<file path="src/rtl/tft_pkg.sv">
// Shared constants for the TFT scan-out path and the page generators that fill the framebuffer.
// Provides the default raster timing, framebuffer extents, RGB565 colours and the fetch FSM states.
package tft_pkg;

   localparam int unsigned H_ACTIVE_DEF = 480;
   localparam int unsigned H_FP_DEF     = 8;
   localparam int unsigned H_SYNC_DEF   = 4;
   localparam int unsigned H_BP_DEF     = 8;
   localparam int unsigned H_TOTAL      = H_ACTIVE_DEF + H_FP_DEF + H_SYNC_DEF + H_BP_DEF;

   localparam int unsigned V_ACTIVE_DEF = 800;
   localparam int unsigned V_FP_DEF     = 4;
   localparam int unsigned V_SYNC_DEF   = 2;
   localparam int unsigned V_BP_DEF     = 4;
   localparam int unsigned V_TOTAL      = V_ACTIVE_DEF + V_FP_DEF + V_SYNC_DEF + V_BP_DEF;

   localparam int unsigned FRAME_PIXELS   = H_ACTIVE_DEF * V_ACTIVE_DEF;
   localparam int unsigned LAST_QUAD_ADDR = FRAME_PIXELS - 4;

   localparam logic [15:0] Color_Black  = 16'h0000;
   localparam logic [15:0] Color_Red    = 16'hF800;
   localparam logic [15:0] Color_Green  = 16'h07E0;
   localparam logic [15:0] Color_Blue   = 16'h001F;
   localparam logic [15:0] Color_Yellow = 16'hFFE0;
   localparam logic [15:0] Color_Cyan   = 16'h07FF;
   localparam logic [15:0] Color_White  = 16'hFFFF;

   typedef enum logic [1:0] {
      IDLE = 2'd0,
      REQ  = 2'd1,
      GAP  = 2'd2
   } fetch_state_t;

endpackage

</file>
<file path="src/rtl/scanout_quad_fifo.sv">
// Prefetch FIFO of 64-bit pixel quads; written a quad at a time, read one RGB565 pixel at a time.
// A quad slot is only released once all four of its pixels have been popped.
module scanout_quad_fifo #(
   parameter int unsigned FIFO_QUADS = 4
) (
   input  logic                          clk,
   input  logic                          rst_n,
   input  logic                          flush,
   input  logic                          wr_en,
   input  logic [63:0]                   wr_quad,
   input  logic                          rd_pop,
   output logic [15:0]                   rd_pixel,
   output logic                          empty,
   output logic [$clog2(FIFO_QUADS):0]   free_cnt
);

   localparam int unsigned PW = $clog2(FIFO_QUADS);

   logic [63:0] mem [FIFO_QUADS];
   logic [PW:0] wr_ptr;
   logic [PW:0] rd_ptr;
   logic [PW:0] used;
   logic [1:0]  sub;
   logic [63:0] head;

   assign used     = wr_ptr - rd_ptr;
   assign empty    = (used == '0);
   assign free_cnt = (PW+1)'(FIFO_QUADS) - used;
   assign head     = mem[rd_ptr[PW-1:0]];

   always_comb begin
      rd_pixel = head[15:0];
      case (sub)
         2'd0:    rd_pixel = head[15:0];
         2'd1:    rd_pixel = head[31:16];
         2'd2:    rd_pixel = head[47:32];
         default: rd_pixel = head[63:48];
      endcase
   end

   always_ff @(posedge clk) begin
      if (wr_en && !flush) begin
         mem[wr_ptr[PW-1:0]] <= wr_quad;
      end
   end

   // Write and pop touch independent pointers, so a same-cycle write and pop both land.
   always_ff @(posedge clk or negedge rst_n) begin
      if (!rst_n) begin
         wr_ptr <= '0;
         rd_ptr <= '0;
         sub    <= '0;
      end else if (flush) begin
         wr_ptr <= '0;
         rd_ptr <= '0;
         sub    <= '0;
      end else begin
         if (wr_en) begin
            wr_ptr <= wr_ptr + 1'b1;
         end
         if (rd_pop && !empty) begin
            sub <= sub + 1'b1;
            if (sub == 2'd3) begin
               rd_ptr <= rd_ptr + 1'b1;
            end
         end
      end
   end

endmodule

</file>
<file path="src/rtl/tft_frame_scanout.sv">
// Framebuffer scan-out: prefetches pixel quads from SDRAM and drives 480x800 RGB565 TFT timing.
// The FIFO is flushed and fetching restarts from address 0 at vsync start and whenever en is low.
module tft_frame_scanout
   import tft_pkg::*;
#(
   parameter int unsigned H_ACTIVE        = H_ACTIVE_DEF,
   parameter int unsigned H_FP            = H_FP_DEF,
   parameter int unsigned H_SYNC          = H_SYNC_DEF,
   parameter int unsigned H_BP            = H_BP_DEF,
   parameter int unsigned V_ACTIVE        = V_ACTIVE_DEF,
   parameter int unsigned V_FP            = V_FP_DEF,
   parameter int unsigned V_SYNC          = V_SYNC_DEF,
   parameter int unsigned V_BP            = V_BP_DEF,
   parameter int unsigned FIFO_QUADS      = 4,
   parameter logic [15:0] UNDERFLOW_COLOR = Color_Red
) (
   input  logic        clk,
   input  logic        rst_n,
   input  logic        en,
   input  logic        pix_ce,
   output logic [23:0] oSDRAM_Rd_Addr,
   output logic        oSDRAM_Rd_Req,
   input  logic        iSDRAM_Rd_Done,
   input  logic [15:0] iSDRAM_Data1,
   input  logic [15:0] iSDRAM_Data2,
   input  logic [15:0] iSDRAM_Data3,
   input  logic [15:0] iSDRAM_Data4,
   output logic        tft_hsync,
   output logic        tft_vsync,
   output logic        tft_de,
   output logic [15:0] tft_rgb,
   output logic        oUnderflow
);

   localparam int unsigned HT = H_ACTIVE + H_FP + H_SYNC + H_BP;
   localparam int unsigned VT = V_ACTIVE + V_FP + V_SYNC + V_BP;
   localparam int unsigned HW = $clog2(HT);
   localparam int unsigned VW = $clog2(VT);
   localparam int unsigned PW = $clog2(FIFO_QUADS);

   localparam logic [HW-1:0] H_DE_END   = HW'(H_ACTIVE);
   localparam logic [HW-1:0] HS_START   = HW'(H_ACTIVE + H_FP);
   localparam logic [HW-1:0] HS_END     = HW'(H_ACTIVE + H_FP + H_SYNC);
   localparam logic [HW-1:0] H_LAST     = HW'(HT - 1);
   localparam logic [VW-1:0] V_DE_END   = VW'(V_ACTIVE);
   localparam logic [VW-1:0] VS_START   = VW'(V_ACTIVE + V_FP);
   localparam logic [VW-1:0] VS_END     = VW'(V_ACTIVE + V_FP + V_SYNC);
   localparam logic [VW-1:0] V_LAST     = VW'(VT - 1);
   localparam logic [23:0]   LAST_ADDR  = 24'(H_ACTIVE * V_ACTIVE - 4);

   logic [HW-1:0] h_cnt;
   logic [VW-1:0] v_cnt;
   logic          adv;
   logic          de_now;
   logic          hs_now;
   logic          vs_now;

   fetch_state_t  state;
   logic [23:0]   fetch_addr;
   logic          fetch_end;
   logic          flush_pend;
   logic          flush_set;
   logic          flush_exec;

   logic          fifo_wr;
   logic          fifo_pop;
   logic          fifo_empty;
   logic [15:0]   fifo_pixel;
   logic [PW:0]   fifo_free;

   assign adv    = en & pix_ce;
   assign de_now = (h_cnt < H_DE_END) && (v_cnt < V_DE_END);
   assign hs_now = !((h_cnt >= HS_START) && (h_cnt < HS_END));
   assign vs_now = !((v_cnt >= VS_START) && (v_cnt < VS_END));

   always_ff @(posedge clk or negedge rst_n) begin
      if (!rst_n) begin
         h_cnt <= '0;
         v_cnt <= '0;
      end else if (!en) begin
         h_cnt <= '0;
         v_cnt <= '0;
      end else if (pix_ce) begin
         if (h_cnt == H_LAST) begin
            h_cnt <= '0;
            v_cnt <= (v_cnt == V_LAST) ? '0 : v_cnt + 1'b1;
         end else begin
            h_cnt <= h_cnt + 1'b1;
         end
      end
   end

   assign fifo_pop = adv & de_now & ~fifo_empty;

   always_ff @(posedge clk or negedge rst_n) begin
      if (!rst_n) begin
         tft_hsync  <= 1'b1;
         tft_vsync  <= 1'b1;
         tft_de     <= 1'b0;
         tft_rgb    <= '0;
         oUnderflow <= 1'b0;
      end else if (!en) begin
         tft_hsync  <= 1'b1;
         tft_vsync  <= 1'b1;
         tft_de     <= 1'b0;
         tft_rgb    <= '0;
      end else if (pix_ce) begin
         tft_hsync <= hs_now;
         tft_vsync <= vs_now;
         tft_de    <= de_now;
         if (!de_now) begin
            tft_rgb <= '0;
         end else if (fifo_empty) begin
            tft_rgb    <= UNDERFLOW_COLOR;
            oUnderflow <= 1'b1;
         end else begin
            tft_rgb <= fifo_pixel;
         end
      end
   end

   // A flush requested mid-handshake waits for Done; the data is dropped and the flush runs in GAP.
   assign flush_set  = ~en | (adv & (h_cnt == '0) & (v_cnt == VS_START));
   assign flush_exec = flush_pend & (state != REQ);
   assign fifo_wr    = (state == REQ) & iSDRAM_Rd_Done & ~flush_pend;

   always_ff @(posedge clk or negedge rst_n) begin
      if (!rst_n) begin
         flush_pend <= 1'b0;
      end else if (flush_set) begin
         flush_pend <= 1'b1;
      end else if (flush_exec) begin
         flush_pend <= 1'b0;
      end
   end

   always_ff @(posedge clk or negedge rst_n) begin
      if (!rst_n) begin
         state      <= IDLE;
         fetch_addr <= '0;
         fetch_end  <= 1'b0;
      end else begin
         case (state)
            IDLE: begin
               if (en && !flush_pend && !fetch_end && (fifo_free != '0)) begin
                  state <= REQ;
               end
            end
            REQ: begin
               if (iSDRAM_Rd_Done) begin
                  state <= GAP;
               end
            end
            GAP:     state <= IDLE;
            default: state <= IDLE;
         endcase

         if (flush_exec) begin
            fetch_addr <= '0;
            fetch_end  <= 1'b0;
         end else if (state == GAP) begin
            if (fetch_addr >= LAST_ADDR) begin
               fetch_end <= 1'b1;
            end else begin
               fetch_addr <= fetch_addr + 24'd4;
            end
         end
      end
   end

   assign oSDRAM_Rd_Req  = (state == REQ);
   assign oSDRAM_Rd_Addr = fetch_addr;

   scanout_quad_fifo #(
      .FIFO_QUADS (FIFO_QUADS)
   ) u_fifo (
      .clk      (clk),
      .rst_n    (rst_n),
      .flush    (flush_exec),
      .wr_en    (fifo_wr),
      .wr_quad  ({iSDRAM_Data4, iSDRAM_Data3, iSDRAM_Data2, iSDRAM_Data1}),
      .rd_pop   (fifo_pop),
      .rd_pixel (fifo_pixel),
      .empty    (fifo_empty),
      .free_cnt (fifo_free)
   );

endmodule

</file>
<file path="config.mk">
export PLATFORM = sky130hd
export DESIGN_NAME = tft_frame_scanout
export DESIGN_NICKNAME = d
export VERILOG_FILES = /design/src/rtl/tft_pkg.sv /design/src/rtl/scanout_quad_fifo.sv /design/src/rtl/tft_frame_scanout.sv
export SDC_FILE = /design/constraint.sdc
export NUM_CORES = 1
export LEC_CHECK = 0
export ABC_AREA = 1
export CAP_MARGIN = 0
export CORE_AREA = 2 2 194 196
export DETAILED_ROUTE_END_ITERATION = 10
export DIE_AREA = 0 0 196 198
export PLACE_DENSITY = 0.66
export SLEW_MARGIN = 20
export SYNTH_ARGS = -nofsm -noshare
export SYNTH_HDL_FRONTEND = slang
export SYNTH_SLANG_ARGS = --single-unit
</file>
<file path="constraint.sdc">
create_clock -name clk -period 5.08 [get_ports clk]
set_input_delay 1.016 -clock clk [delete_from_list [all_inputs] [get_ports clk]]
set_output_delay 1.016 -clock clk [all_outputs]
set_load 0.02 [all_outputs]
</file>
==> impl_results.md, run 1 <==
- Status: complete, no violations
- Clk_skew: 0.0190 ns
- Tcrit/Tclk final: 0.677
- Cell family with most CP delay: simple AND/OR/NAND/NOR gates
- Syn-to-layout area delta: 18.0%
- Iter 0 DRT Violations: 776
- Place WS: 1.66 ns
- CTS tree: built
- F_max: 0.291 GHz
- Root buffer selected by CTS: clkbuf_16
- Final WL: 33000 um
- Max_cap viols: 0
- Initial antenna violation count: 2
- Leading cell types in the layout, fill and taps excluded: 366 x nand2_1, 256 x edfxtp_1, 183 x nor2_1
- Post-CTS Setup Bufs: 0
- Routed Antenna Nets: 0
- Worst-path clk slew: 0.06 ns
- Crit path required time: 5.48 ns
- Final nets: 1607
- Yosys top cell area share: 0.531
- Row cnt: 71
- Drt via density: 5.00
- CP Max Fanout: 53
- Hold Fails Final Rpt: 0
- Total gr overflow: 0
- Hold Crit Class: reg -> reg
- Crit path largest cell delay: 0.70 ns
- Final setup TNS: 0 ns
- Power per Cell Area: 433 nW/um^2
- Final setup violation count: 0
- Detailed Routing Iterations Pass 1: 5
- Crit-path slowest cell: dfrtp_4
- First-pass GRT wire length: 52400 um
- Vias: 10094
- Critical path type: reg -> reg
- Most frequent CP cell: nand2_1
- Mapped Cells: 1422
- PnR worst setup slack: 1.64 ns
- Post-cts sizing count: 0
- Rel. slew slack: 0.315
- Worst skew pair latency: 0.52 ns
- Num CTS Buffers: 35
- Slew @ Worst Pin: 1.03 ns
- Die span in y: 198 um
- Synth cell types: 40
- HPWL after DPL: 20200 um
- Core region area: 37000 sq um
- Worst setup EP type: flip-flop
- Leakage: 6.78 nW
- Avg Inst Size Synth: 10.2 sq um
- Yosys warns: 0
- Filler cell count: 3412
- Most common cell after layout, fill and taps aside: nand2_1
- Final Max Tran Viols: 0
- Post-synth top area cell: edfxtp_1
- Critical Path Source Type: flip-flop
- CTS max path bufs: 3
- CP cell instances: ha_1 -> fa_1 -> xnor2_1 -> xor2_1 -> ha_1 -> inv_1 -> nand4_1 -> nand2_1 -> o21ai_1 -> nand2_1 -> nand2_1
- I/O Buffers: 111
- Worst VDD drop: 0.000374 V
- Ranking of synthesized cells by area: edfxtp_1 53%, dfrtp_1 12%, nand2_1 9.5%, nand3_1 4.9%, nor2_1 4.8%
- Reg2reg path depth: 11
- Initial Util: 0.391
- Routed wire length per instance: 16.4 um
- TritonCTS Sinks: 329
- GPL Wtd Cong: 0.862
- Sequential share of the synthesized area: 0.658
- Min-Delay Path Depth: 2
- Die W: 196 um
- Cts hold-fix bufs: 0
- Die area: 38800 sq um
- Number of global-route vias before repair: 9698
- Top-Level Pins: 114
- Worst path buffer plus inverter count: 1
- Critical Path AT: 3.84 ns
- H-tree depth: 2
- Synthesis-stage register bit count: 329
- Stages on the worst setup path: 11
- Share of cells above drive strength 1: 0.0551
- Largest net degree at the start of global routing: 81
- Netlist Area Pre-Place: 14500 sq um
- RSZ-0062 raised after global routing: no
- Total global-route track usage: 0.173
- DRC Markers: 0
- Fin crit period: 3.44 ns
power by group:
part           internal [mW]  switching, mW
Combinational          0.564           1.17
Clock                   1.45          0.994
Sequential              3.04          0.163
layer usage:
layer	track usage	share of wire	wire, um	vias to the layer above
li1	-	-	-	4912
met1	0.231	0.45	14800	4854
met4	0.0617	0.026	848	4
met2	0.283	0.47	15600	260
met3	0.0317	0.054	1800	64
met5	0	0.00070	23	-
synth_stat cells, drive strengths merged:
cell / number
nand2: 370
edfxtp: 256
nor2: 194
nand3: 144
inv: 125
o21ai: 83
dfrtp: 71
buf: 44
a21oi: 32
clkbuf: 20
ha: 19
nand4: 15
xor2: 13
o22ai: 7
nor3: 6
a22oi: 4
xnor2: 4
a31oi: 2
and3: 2
clkinv: 2
dfstp: 2
conb: 1
fa: 1
mux2i: 1
nor3b: 1
nor4: 1
o211ai: 1
o21bai: 1
stage by stage:
| stage | instance area (sq um) | cells | power (mW) | utilization | hold slack, ns |
|---|---|---|---|---|---|
| 2_1_floorplan | 14500 | 1423 | 4.39 | - | 0.463 |
| 3_3_place_gp | 16000 | 1955 | 4.95 | 0.432 | 0.485 |
| 3_5_place_dp | 16000 | 1955 | 5.00 | 0.432 | 0.498 |
| 4_1_cts | 17100 | 2017 | 7.45 | 0.462 | 0.507 |
| 5_1_grt | 17100 | 2017 | 7.78 | 0.462 | 0.536 |
| 6_report | 17100 | 2018 | 7.38 | 0.462 | 0.503 |
sequential cells by signal (all words and copies together) (netlist names):
signal / flops
u_fifo.rd_ptr: 3
tft_hsync: 1
flush_pend: 1
tft_de: 1
u_fifo.mem: 256
u_fifo.wr_ptr: 3
state: 2
u_fifo.sub: 2
h_cnt: 9
tft_vsync: 1
oSDRAM_Rd_Addr: 22
fetch_end: 1
oUnderflow: 1
tft_rgb: 16
v_cnt: 10
kinds of logic after synthesis:
| group | Yosys count | share of synthesized area |
|---|---|---|
| multiplexers | 1 | 0.000692 |
| XOR/XNOR | 17 | 0.0103 |
| AND/OR/NAND/NOR | 733 | 0.211 |
| other | 1 | 0.000259 |
| buffers and inverters | 191 | 0.0550 |
| AO/OA/AOI/OAI | 130 | 0.0468 |
| adder cells (fa/ha/maj) | 20 | 0.0178 |
| flip-flops | 329 | 0.658 |
worst paths after layout:
kind,start,endpoint,slack [ns]
min in group asynchronous,rst_n,h_cnt[7],0.65
hold reg to reg,fetch_end,fetch_end,0.50
max in group asynchronous,rst_n,u_fifo.rd_ptr[0],3.74
hold / removal,fetch_end,fetch_end,0.50
setup reg to reg,u_fifo.rd_ptr[0],u_fifo.rd_ptr[1],1.64
setup / recovery,u_fifo.rd_ptr[0],u_fifo.rd_ptr[1],1.64
worst register-to-register path, cell delays in order (launching register included):
cell and delay [ns]:
dfrtp_4 0.70, ha_1 0.32, fa_1 0.37, xnor2_1 0.14, xor2_1 0.14, ha_1 0.20, inv_1 0.14, nand4_1 0.53
nand2_1 0.45, o21ai_1 0.18, nand2_1 0.09, nand2_1 0.07
layout make-up:
class,count,area (sq um),share of cell area
diodes,1,2.50,0.000147
clock inverters,10,110,0.00645
flip-flops and latches,329,9520,0.558
inverters,127,478,0.0280
multi-input cells,903,4180,0.245
well taps,474,593,0.0347
repair buffers,122,1190,0.0698
clock buffers,52,991,0.0580
Power figures use the tool's default switching activity.
==> inputs of run 2 (changes only) <==
clock period = 3.33 ns   (was 5.08 ns; I/O delays follow)
==> run 2 against run 1 <==
Compared with the run above:
- worst hold slack lost 0.22 ns
- register-to-register slack got worse by 1.1 ns
- via count grew 1.2%
- wire length increased by 4.5%
- power is 56% higher
- first-iteration DRC count rose by 20%
- combinational power rose by 64%
- worst setup slack got worse by 1.1 ns
- sequential power increased by 50%
- critical path type unchanged
==> impl_results.md, run 2 (synthesized netlist as in run 1, its figures left out) <==
- Max reg flops: 256 (unchanged)
- Final non-filler cell total: 2037 (was 2018)
- First-pass GRT wire length: 54500 um (was 52400 um)
- Leakage: 6.92 nW (was 6.78 nW)
- Slew @ Worst Pin: 0.959 ns (was 1.03 ns)
- Fin area: 17400 sq um (was 17100 sq um)
- Worst setup path endpoint: u_fifo.rd_ptr[0] (was u_fifo.rd_ptr[1])
- Iter 0 DRT Violations: 933 (was 776)
- Cts hold-fix bufs: 0 (unchanged)
- Rel. slew slack: 0.361 (was 0.315)
- Hold Fails Final Rpt: 0 (unchanged)
- Vias: 10219 (was 10094)
- F_max: 0.363 GHz (was 0.291 GHz)
- Die span in y: 198 um (unchanged)
- Status: complete, no violations (unchanged)
- Placement Cell Area: 16200 sq um (was 16000 sq um)
- Total gr overflow: 0 (unchanged)
- Drt via density: 5.02 (was 5.00)
- H-tree depth: 2 (unchanged)
- Total global-route track usage: 0.179 (was 0.173)
- Crit path required time: 3.77 ns (was 5.48 ns)
- Power per Cell Area: 662 nW/um^2 (was 433 nW/um^2)
- Number of global-route vias before repair: 9864 (was 9698)
- GRT met1 Usage: 0.245 (was 0.231)
- GPL Wtd Cong: 0.844 (was 0.862)
- Die W: 196 um (unchanged)
- Reg-to-Reg End: u_fifo.rd_ptr[0] (was u_fifo.rd_ptr[1])
- DRC Markers: 0 (unchanged)
- Worst-path clk slew: 0.06 ns (about the same)
- Detailed Routing Iterations Pass 1: 5 (unchanged)
- Syn-to-layout area delta: 20.1% (was 18.0%)
- PnR worst setup slack: 0.573 ns (was 1.64 ns)
- I/O Buffers: 111 (unchanged)
- Initial Util: 0.391 (unchanged)
- Met3 usage: 0.0262 (was 0.0317)
- Reg2reg setup slack: 0.57 ns (was 1.64 ns)
- Final nets: 1624 (was 1607)
- Most common cell after layout, fill and taps aside: nand2_1 (unchanged)
- Final Hold Slack: 0.283 ns (was 0.503 ns)
- CP cell instances: inv_1 -> ha_1 -> fa_1 -> xnor2_1 -> xor2_1 -> ha_1 -> inv_1 -> nand4_1 -> buf_4 -> nand2_1 -> o21ai_1 -> nand2_1 -> nand2_1 (was ha_1 -> fa_1 -> xnor2_1 -> xor2_1 -> ha_1 -> inv_1 -> nand4_1 -> nand2_1 -> o21ai_1 -> nand2_1 -> nand2_1)
- Busiest grt layer: met2 (unchanged)
- Reg2reg path depth: 13 (was 11)
- Worst VDD drop: 0.000492 V (was 0.000374 V)
- Routed wire length per instance: 17.0 um (was 16.4 um)
- CP Max Fanout: 12 (was 53)
- Largest net degree at the start of global routing: 79 (was 81)
- Share of cells above drive strength 1: 0.0691 (was 0.0551)
- Top-Level Pins: 114 (unchanged)
- Final WL: 34500 um (was 33000 um)
- Row cnt: 71 (unchanged)
- TritonCTS Sinks: 329 (unchanged)
- Final Max Tran Viols: 0 (unchanged)
- Worst skew pair latency: 0.53 ns (was 0.52 ns)
- Post-CTS Setup Bufs: 0 (unchanged)
- Initial antenna violation count: 0 (was 2)
- Critical path type: reg -> reg (unchanged)
- Leading cell types in the layout, fill and taps excluded: 366 x nand2_1, 256 x edfxtp_1, 183 x nor2_1 (unchanged)
- Stages on the worst setup path: 13 (was 11)
- R2r startpoint: u_fifo.wr_ptr[0] (was u_fifo.rd_ptr[0])
- Fin crit period: 2.76 ns (was 3.44 ns)
- Met2 Track Usage GR: 0.301 (was 0.283)
- Critical Path AT: 3.20 ns (was 3.84 ns)
- Critical Path Source Type: flip-flop (unchanged)
- N_diodes: 0 (was 1)
- Final setup violation count: 0 (unchanged)
- Root buffer selected by CTS: clkbuf_16 (unchanged)
- Clk_skew: 0.0247 ns (was 0.0190 ns)
- Most frequent CP cell: nand2_1 (unchanged)
- Worst Setup SP: u_fifo.wr_ptr[0] (was u_fifo.rd_ptr[0])
- Hold Crit Class: in -> async (was reg -> reg)
- Die area: 38800 sq um (unchanged)
- Worst setup EP type: flip-flop (unchanged)
- HPWL after DPL: 21700 um (was 20200 um)
- CTS max path bufs: 3 (unchanged)
- RSZ-0062 raised after global routing: no (unchanged)
- Placed insts: 1971 (was 1955)
- CTS tree: built (unchanged)
- Max_cap viols: 0 (unchanged)
- Crit-path slowest cell: dfrtp_1 (was dfrtp_4)
- Total power: 11.5 mW (was 7.38 mW)
- Cell family with most CP delay: adder cells (was simple AND/OR/NAND/NOR gates)
- Num CTS Buffers: 36 (was 35)
- Tcrit/Tclk final: 0.828 (was 0.677)
- Place WS: 0.448 ns (was 1.66 ns)
- Worst path buffer plus inverter count: 3 (was 1)
- Crit path largest cell delay: 0.41 ns (was 0.70 ns)
- Post-cts sizing count: 0 (unchanged)
- Core region area: 37000 sq um (unchanged)
- Routed Antenna Nets: 0 (unchanged)
-- run 2: changes by cell type in the layout (fill, tap and decap cells not counted) --
cell / change
diode_2: -1
buf_12: +11
clkinv_2: +4
clkinvlp_4: +2
bufinv_16: -1
inv_6: -1
inv_16: +2
clkinv_8: -1
buf_4: +5
clkbuf_1: -3
clkbuf_8: +1
clkbuf_16: +1
-- run 2: report_power, final --
| group | internal [mW] | total, mW | switching, mW |
|---|---|---|---|
| Combinational | 0.919 | 2.84 | 1.92 |
| Clock | 2.24 | 3.85 | 1.61 |
| Sequential | 4.64 | 4.81 | 0.167 |
| Total | 7.80 | 11.5 | 3.70 |
-- run 2: metal layers --
| metal | vias up | wire (um) |
|---|---|---|
| met5 | - | 0 |
| met4 | 0 | 645 |
| met3 | 57 | 1960 |
| met2 | 305 | 16600 |
| met1 | 4907 | 15300 |
| li1 | 4950 | - |
-- run 2: final cells by class --
class | count | area (sq um)
Multi-Input combinational cell | 903 | 4180
Clock inverter | 15 | 130
Timing Repair Buffer | 138 | 1450
Fill cell | 3330 | 19600
Tap cell | 474 | 593
Clock buffer | 51 | 1020
Inverter | 127 | 478
Sequential cell | 329 | 9520
-- run 2: stage by stage --
step | setup TNS (ns) | utilization
2_1_floorplan | -173.52 | -
6_report | 0 | 0.470
3_3_place_gp | 0 | 0.439
5_1_grt | 0 | 0.470
4_1_cts | 0 | 0.470
3_5_place_dp | 0 | 0.439
-- run 2: worst register-to-register path: stages, from the launching register on --
cell and delay, ns:
dfrtp_1 0.41, inv_1 0.11, ha_1 0.21, fa_1 0.37, xnor2_1 0.18, xor2_1 0.16
ha_1 0.21, inv_1 0.10, nand4_1 0.11, buf_4 0.21, nand2_1 0.19, o21ai_1 0.23
nand2_1 0.10, nand2_1 0.09
-- run 2: how the worst min path moves through the flow --
| stage | start | to | slack, ns | depth (start not counted) |
|---|---|---|---|---|
| 4_1_cts | rst_n | v_cnt[6] | 0.32 | 1 |
| 5_1_grt | rst_n | v_cnt[4] | 0.39 | 1 |
| 3_3_place_gp | tft_rgb[8] | tft_rgb[8] | 0.47 | 2 |
| 2_1_floorplan | rst_n | fetch_end | 0.37 | 0 |
| 6_report | rst_n | v_cnt[4] | 0.28 | 1 |
| 3_5_place_dp | tft_rgb[8] | tft_rgb[8] | 0.47 | 2 |
==> inputs of run 3 (changes only) <==
clock period = 2.68 ns   (was 3.33 ns; I/O delays follow)
==> run 3 against run 2 <==
Compared with the run above:
- first-iteration DRC count down 14%
- critical path depth down 1
- count of clock-buffer cells in the layout unchanged
- power grew 23%
- register-to-register slack lost 0.41 ns
- worst hold slack got worse by 0.17 ns
- sequential share of layout area is 0.24 points higher
- combinational power increased by 23%
- global-route usage decreased by 0.18 points
- critical path type unchanged
- critical endpoint is now u_fifo.rd_ptr[1]
- highest routed layer unchanged
==> impl_results.md, run 3 (synthesized netlist as in run 1, its figures left out) <==
- Area of the multi-input gates: 4190 sq um (was 4180 sq um)
- Most common cell after layout, fill and taps aside: nand2_1 (unchanged)
- Clk_skew: 0.0147 ns (was 0.0247 ns)
- Initial antenna violation count: 0 (unchanged)
- GPL Wtd Cong: 0.812 (was 0.844)
- Final setup violation count: 0 (unchanged)
- Critical Path AT: 2.92 ns (was 3.20 ns)
- CTS max path bufs: 3 (unchanged)
- Routed wire length per instance: 16.7 um (was 17.0 um)
- Iter 0 DRT Violations: 798 (was 933)
- I/O Buffers: 111 (unchanged)
- Row cnt: 71 (unchanged)
- Hold Crit Class: in -> async (unchanged)
- Top-Level Pins: 114 (unchanged)
- Routed Antenna Nets: 0 (unchanged)
- Rel. slew slack: 0.449 (was 0.361)
- Worst VDD drop: 0.000659 V (was 0.000492 V)
- DRC Markers: 0 (unchanged)
- HPWL after DPL: 21200 um (was 21700 um)
- Critical Path Source Type: flip-flop (unchanged)
- Final nets: 1621 (was 1624)
- Die span in y: 198 um (unchanged)
- Cell family with most CP delay: adder cells (unchanged)
- RSZ-0062 raised after global routing: no (unchanged)
- Drt via density: 4.97 (was 5.02)
- CP cell instances: inv_1 -> ha_1 -> fa_1 -> xnor2_1 -> xor2_1 -> ha_1 -> inv_1 -> nand4_1 -> nand2_2 -> o21ai_2 -> nand2_1 -> nand2_1 (was inv_1 -> ha_1 -> fa_1 -> xnor2_1 -> xor2_1 -> ha_1 -> inv_1 -> nand4_1 -> buf_4 -> nand2_1 -> o21ai_1 -> nand2_1 -> nand2_1)
- PnR worst setup slack: 0.164 ns (was 0.573 ns)
- Cts hold-fix bufs: 0 (unchanged)
- Die area: 38800 sq um (unchanged)
- Vias: 10102 (was 10219)
- Root buffer selected by CTS: clkbuf_16 (unchanged)
- Max reg flops: 256 (unchanged)
- CP Max Fanout: 8 (was 12)
- Crit-path slowest cell: dfrtp_1 (unchanged)
- Worst path buffer plus inverter count: 2 (was 3)
- Sequential Area: 9520 sq um (unchanged)
- Leading cell types in the layout, fill and taps excluded: 365 x nand2_1, 256 x edfxtp_1, 183 x nor2_1 (was 366 x nand2_1, 256 x edfxtp_1, 183 x nor2_1)
- CTS tree: built (unchanged)
- Die W: 196 um (unchanged)
- Placed insts: 1969 (was 1971)
- Worst skew pair latency: 0.52 ns (was 0.53 ns)
- Initial Util: 0.391 (unchanged)
- Largest net degree at the start of global routing: 132 (was 79)
- Filler cell count: 3373 (was 3330)
- Power per Cell Area: 818 nW/um^2 (was 662 nW/um^2)
- Place WS: 0.131 ns (was 0.448 ns)
- Worst setup EP type: flip-flop (unchanged)
- Total gr overflow: 0 (unchanged)
- Met2 Track Usage GR: 0.298 (was 0.301)
- Final WL: 34000 um (was 34500 um)
- Post-CTS Setup Bufs: 0 (unchanged)
- First-pass GRT wire length: 53800 um (was 54500 um)
- Status: complete, no violations (unchanged)
- TritonCTS Sinks: 329 (unchanged)
- Tcrit/Tclk final: 0.939 (was 0.828)
- N_diodes: 0 (unchanged)
- F_max: 0.397 GHz (was 0.363 GHz)
- Critical path type: reg -> reg (unchanged)
- Slew @ Worst Pin: 0.827 ns (was 0.959 ns)
- Final Max Tran Viols: 0 (unchanged)
- Leakage: 6.89 nW (was 6.92 nW)
- Number of global-route vias before repair: 9822 (was 9864)
- Busiest grt layer: met2 (unchanged)
- Max_cap viols: 0 (unchanged)
- Detailed Routing Iterations Pass 1: 8 (was 5)
- Syn-to-layout area delta: 19.6% (was 20.1%)
- H-tree depth: 2 (unchanged)
- Worst-path clk slew: 0.06 ns (about the same)
- Total global-route track usage: 0.177 (was 0.179)
- Fin crit period: 2.52 ns (was 2.76 ns)
- Crit path required time: 3.08 ns (was 3.77 ns)
- Share of cells above drive strength 1: 0.0661 (was 0.0691)
- Final non-filler cell total: 2033 (was 2037)
- GRT met1 Usage: 0.238 (was 0.245)
- Met3 usage: 0.0301 (was 0.0262)
- Core region area: 37000 sq um (unchanged)
- Post-cts sizing count: 0 (unchanged)
- Hold Fails Final Rpt: 0 (unchanged)
- Crit path largest cell delay: 0.41 ns (about the same)
- Num CTS Buffers: 35 (was 36)
## run 3: cell count changes in the layout (fill, tap and decap cells not counted), moves of 2 or more
cell | previous run | this run
clkbuf_1 | 10 | 14
inv_6 | 0 | 3
buf_12 | 11 | 9
bufinv_16 | 1 | 3
clkbuf_16 | 37 | 35
clkbuf_8 | 4 | 2
clkinv_2 | 7 | 5
clkinvlp_4 | 2 | 0
inv_16 | 2 | 0
## run 3: routing by layer
metal	part of all wire	routed length, um	up-vias
met5	0	0	-
met4	0.019	662	0
met3	0.055	1880	53
met2	0.48	16300	264
met1	0.44	15100	4839
li1	-	-	4946
## run 3: report_power, final
| group | total [mW] | switching (mW) | internal, mW |
|---|---|---|---|
| Sequential | 5.96 | 0.195 | 5.77 |
| Combinational | 3.49 | 2.34 | 1.15 |
| Clock | 4.70 | 1.92 | 2.78 |
## run 3: cell type report
type | instances | share of cell area
Multi-Input combinational cell | 903 | 0.242
Clock inverter | 13 | 0.00853
Tap cell | 474 | 0.0343
Inverter | 127 | 0.0276
Clock buffer | 51 | 0.0553
Timing Repair Buffer | 136 | 0.0817
Sequential cell | 329 | 0.550
## run 3: final timing paths
kind	slack [ns]	cells past startpoint	start	endpoint
worst max-delay path	0.16	12	u_fifo.wr_ptr[0]	u_fifo.rd_ptr[1]
max in group asynchronous	1.84	2	rst_n	fetch_end
worst max register to register	0.16	12	u_fifo.wr_ptr[0]	u_fifo.rd_ptr[1]
worst min-delay path	0.11	1	rst_n	v_cnt[5]
worst min register to register	0.48	2	tft_rgb[8]	tft_rgb[8]
min in group clk	0.48	2	tft_rgb[8]	tft_rgb[8]
## run 3: stage by stage
| stage | util | hold WS (ns) | area (sq um) | setup TNS [ns] | total power, mW |
|---|---|---|---|---|---|
| floorplan | - | 0.240 | 14500 | -104.15 | 8.31 |
| global placement | 0.438 | 0.467 | 16200 | 0 | 9.50 |
| detailed placement | 0.438 | 0.472 | 16200 | 0 | 9.55 |
| CTS | 0.468 | 0.138 | 17300 | 0 | 14.3 |
| global route | 0.468 | 0.172 | 17300 | 0 | 14.9 |
| finish | 0.468 | 0.111 | 17300 | 0 | 14.2 |
==> RTL change 1, RTL diff (settings of run 1) <==
Change the package constant `V_ACTIVE_DEF` from 800 to 400.
--- a/src/rtl/tft_pkg.sv
+++ b/src/rtl/tft_pkg.sv
@@ -9,5 +9,5 @@
    localparam int unsigned H_TOTAL      = H_ACTIVE_DEF + H_FP_DEF + H_SYNC_DEF + H_BP_DEF;
 
-   localparam int unsigned V_ACTIVE_DEF = 800;
+   localparam int unsigned V_ACTIVE_DEF = 400;
    localparam int unsigned V_FP_DEF     = 4;
    localparam int unsigned V_SYNC_DEF   = 2;
Function: no difference found for any inputs over 4 cycles, from zero or initial values and one cycle with rst_n low; that may be too few to reach the edited logic, so the function may still have changed.
==> RTL change 1 against run 1 <==
  * Design area is 0.48% higher
  * Power is 13% lower
  * Critical path depth unchanged
  * Area after synthesis grew 0.66%
  * Setup slack lost 0.050 ns
  * Wire length grew 1.7%
  * Sequential cell count down 1
  * Global-route usage rose by 0.32 points
  * Largest power group unchanged
==> RTL change 1: results <==
[run_status]
run_status = "finished clean"

[global_routing]
grt_pass1_vias = 9932
gr-usage-met2_pct = 30.3
grt_max_degree = 98
use_met3_pct = 3.03
grt_usage_pct = 17.6
antenna_found_initial = 0
grt_pass1_wl_microns = 53500
use_met1_pct = 23.0

[cts]
clock_path_buffers = 3
clock-root-buffer = "clkbuf_16"
clk_latency_ns = 0.51
cts-buffers-inserted = 36
clkSlewWorstSetupHoldPaths_ns = 0.06

[placed_design]
post-place-ws_ns = 1.52
gp_congestion = 0.905
dpl_cell_area_sq_um = 16000
hpwl_microns = 20100
numPlacedInstances = 1959

[pwr]
p_leak_nw = 6.76
ir_drop_v = 0.000271

[logic_synthesis]
synthArstFlopShare_pct = 22.0
synth_fa_ha_area_share_pct = 1.68
ys.flop_type = "edfxtp_1"
synth_cells = 1429
yosys-top-cells-count = "362 x nand2_1, 256 x edfxtp_1, 179 x nor2_1"
ys_seq_area_share_pct = 65.2
synthMuxAreaShare_pct = 0
yosysUniqueCellTypes = 43
synth_compound_area_share_pct = 4.45
synth_xor_area_share_pct = 0.962
synth_area_leaders = "edfxtp_1 53%, dfrtp_1 12%, nand2_1 9.3%, nand3_1 4.7%, nor2_1 4.6%"

[route]
wl_per_cell_microns = 16.6
route.vias.total = 10100
routed_wl_microns = 33600
drt-initial-drc-count = 830

[finish]
antenna_cells = 0
fillerInstances = 3389
drive_gt1_share_pct = 6.78
fin_nets = 1611

[worst_setup_path]
crit_start = "u_fifo.rd_ptr[0]"
arrival_ns = 3.89
r2r_slack_ns = 1.59
critical-path-max-stage-delay_ns = 0.75
crit_path_max_fanout = 66

[timing]
tightest_slew_ns = 1.05
finClkSkew_ns = 0.0110
period_minus_slack_ns = 3.49
slew_violations = 0

[worst_hold_path]
hold_path_class = "flip-flop to flip-flop"
min_from = "tft_rgb[4]"
[RTL change 1: worst paths after layout]
check,cells after the start,endpoint
max in group asynchronous,1,u_fifo.rd_ptr[0]
setup / recovery,11,u_fifo.rd_ptr[1]
hold / removal,2,tft_rgb[4]
min in group asynchronous,1,v_cnt[3]
setup reg to reg,11,u_fifo.rd_ptr[1]
hold reg to reg,2,tft_rgb[4]
[RTL change 1: area by class of cell]
cell class,count,area share [%]
multi-input combinational,904,24.9
clock buffer,41,5.49
tap,474,3.46
clock inverter,23,0.970
sequential,328,55.4
inverter,132,2.90
timing repair buffer,121,6.97
[RTL change 1: stage by stage]
stage          hold WS (ns)  utilization (%)  power [mW]
5_1_grt               0.500             46.4        6.69
6_report              0.475             46.4        6.41
2_1_floorplan         0.454                -        3.66
3_5_place_dp          0.465             43.4        4.04
3_3_place_gp          0.467             43.4        4.03
4_1_cts               0.481             46.4        6.48
[RTL change 1: worst min-delay path, cell delays in order (launching register included)]
cell and delay [ns]:
dfrtp_1 0.34, nand2_1 0.05, nand2_1 0.05
[RTL change 1: power breakdown]
part	leakage (nW)	internal (mW)	switching, mW
clock	0.538	1.39	1.04
sequential	3.27	3.00	0.0681
combinational	2.95	0.285	0.622
[RTL change 1: per-layer routing]
layer	up-vias	wire length, microns
met5	-	0
met4	0	692
met3	48	1910
met2	270	16400
met1	4858	14600
li1	4953	-
[RTL change 1: cells by family (layout without fill, tap and decap cells)]
| family | count (synthesis) | in the layout |
|---|---|---|
| and+or+nand+nor | 744 | 744 |
| DFF | 328 | 328 |
| buffers and inverters | 198 | 317 |
| AOI/OAI and AO/OA | 123 | 123 |
| adders and majority gates | 19 | 19 |
| xor gates and xnor gates | 16 | 16 |
| other | 1 | 2 |
==> RTL change 2, RTL diff (config.mk and constraints of run 1) <==
Without the edit above. Make the reset (`rst_n`) synchronous in 5 clocked blocks.
--- a/src/rtl/scanout_quad_fifo.sv
+++ b/src/rtl/scanout_quad_fifo.sv
@@ -46,5 +46,5 @@
 
    // Write and pop touch independent pointers, so a same-cycle write and pop both land.
-   always_ff @(posedge clk or negedge rst_n) begin
+   always_ff @(posedge clk) begin
       if (!rst_n) begin
          wr_ptr <= '0;
--- a/src/rtl/tft_frame_scanout.sv
+++ b/src/rtl/tft_frame_scanout.sv
@@ -74,5 +74,5 @@
    assign vs_now = !((v_cnt >= VS_START) && (v_cnt < VS_END));
 
-   always_ff @(posedge clk or negedge rst_n) begin
+   always_ff @(posedge clk) begin
       if (!rst_n) begin
          h_cnt <= '0;
@@ -93,5 +93,5 @@
    assign fifo_pop = adv & de_now & ~fifo_empty;
 
-   always_ff @(posedge clk or negedge rst_n) begin
+   always_ff @(posedge clk) begin
       if (!rst_n) begin
          tft_hsync  <= 1'b1;
@@ -125,5 +125,5 @@
    assign fifo_wr    = (state == REQ) & iSDRAM_Rd_Done & ~flush_pend;
 
-   always_ff @(posedge clk or negedge rst_n) begin
+   always_ff @(posedge clk) begin
       if (!rst_n) begin
          flush_pend <= 1'b0;
@@ -135,5 +135,5 @@
    end
 
-   always_ff @(posedge clk or negedge rst_n) begin
+   always_ff @(posedge clk) begin
       if (!rst_n) begin
          state      <= IDLE;
Formal check against the unedited RTL: differs if rst_n is asserted again (counterexample within 4 cycles, from zero or initial values and one cycle with rst_n low); with rst_n held inactive, the same outputs for 4 cycles.
==> RTL change 2 against run 1 <==
  * First-iteration DRC count is 16% lower
  * Sequential share of layout area is 0.95 points lower
  * Area after synthesis is 2.1% lower
  * Design area is 1.8% lower
  * Clock skew is 0.0059 ns higher
  * Final cell count is 0.84% lower
  * Via count is 0.33% lower
  * Setup slack better by 0.34 ns
  * Wire length is 2.2% lower
  * Sequential cell count is 2 higher
  * Non-clock buffer count is 2 lower
  * Highest routed layer is now met4
Power is not compared: it rests on default switching activity, and its combinational part moved more than twofold at a synthesized area within 25%.
==> RTL change 2: results <==
[run_status]
run_status = "finished clean"

[logic_synthesis]
synthArstFlopShare_pct = 0
synth_area_leaders = "edfxtp_1 54%, dfxtp_1 11%, nand2_1 8.4%, nor2_1 4.5%, nand3_1 4.2%"
ys_seq_area_share_pct = 64.9

[worst_setup_path]
arrival_ns = 3.45
crit_path_max_fanout = 74
cp_slowest_cell = "clkinv_2"

[global_routing]
antenna_found_initial = 1
grt_pass1_wl_microns = 51200
use_met1_pct = 21.9
grt_max_degree = 88
gr-usage-met2_pct = 28.0

[route]
route.vias.total = 10100
met3_length_microns = 1950
vias_per_cell = 5.03
drt-initial-drc-count = 648
routedLengthMet1_microns = 13900
top_layer_used = "met4"
routed_wl_microns = 32300

[finish]
drive_gt1_share_pct = 5.96

[cts]
cts-buffers-inserted = 37

[placed_design]
post-place-ws_ns = 1.56
gp_congestion = 0.859

[timing]
slew_headroom_pct = 30.5
finClkSkew_ns = 0.0249
==> RTL change 2: cell count changes in the layout (fill, tap and decap cells not counted), sizes merged, moves of 4 or more <==
cell           run 1  this run
dfrtp             71         0
inv              125       130
nand2            370       317
nor3               6        19
dfxtp              0        75
nor2             194       175
nand3            144       122
clkinv            10        20
a21oi             32        74
nand4             15        30
xor2              13         9
==> RTL change 2: cells by family after synthesis <==
kind of cell | synth area share, %
AO/OA/AOI/OAI | 6.56
XOR/XNOR | 0.804
adder cells (fa/ha/maj) | 1.73
buffers and inverters | 5.88
flip-flops | 64.9
other | 0.0265
AND/OR/NAND/NOR | 20.1
==> RTL change 2: final timing paths <==
check	slack, ns	depth (start not counted)	start	end
setup / recovery	1.99	10	flip-flop	tft_rgb[14]
hold / removal	0.44	2	oSDRAM_Rd_Addr[20]	oSDRAM_Rd_Addr[20]
setup reg to reg	1.99	10	flip-flop	tft_rgb[14]
hold reg to reg	0.44	2	oSDRAM_Rd_Addr[20]	oSDRAM_Rd_Addr[20]
==> RTL change 2: layout make-up <==
class / count / area (sq um)
fillers: 3389 / 20200
clock buffers: 49 / 1020
multi-input cells: 876 / 4170
well taps: 474 / 593
repair buffers: 120 / 1190
flip-flops and latches: 331 / 9190
clock inverters: 17 / 98.8
inverters: 133 / 500
diodes: 1 / 2.50
==> RTL change 2: stage by stage <==
stage	total power, mW	utilization [%]
final	5.59	45.4
after global routing	5.76	45.4
after CTS	5.63	45.4
after detailed placement	3.20	42.4
after global placement	3.20	42.4
after floorplan	3.09	-
==> RTL change 2: tightest hold or removal path, delay by kind of cell, from the launching register on <==
kind | cells | cell delay, ns
flops | 1 | 0.32
buf+inv | 1 | 0.05
simple gates | 1 | 0.03
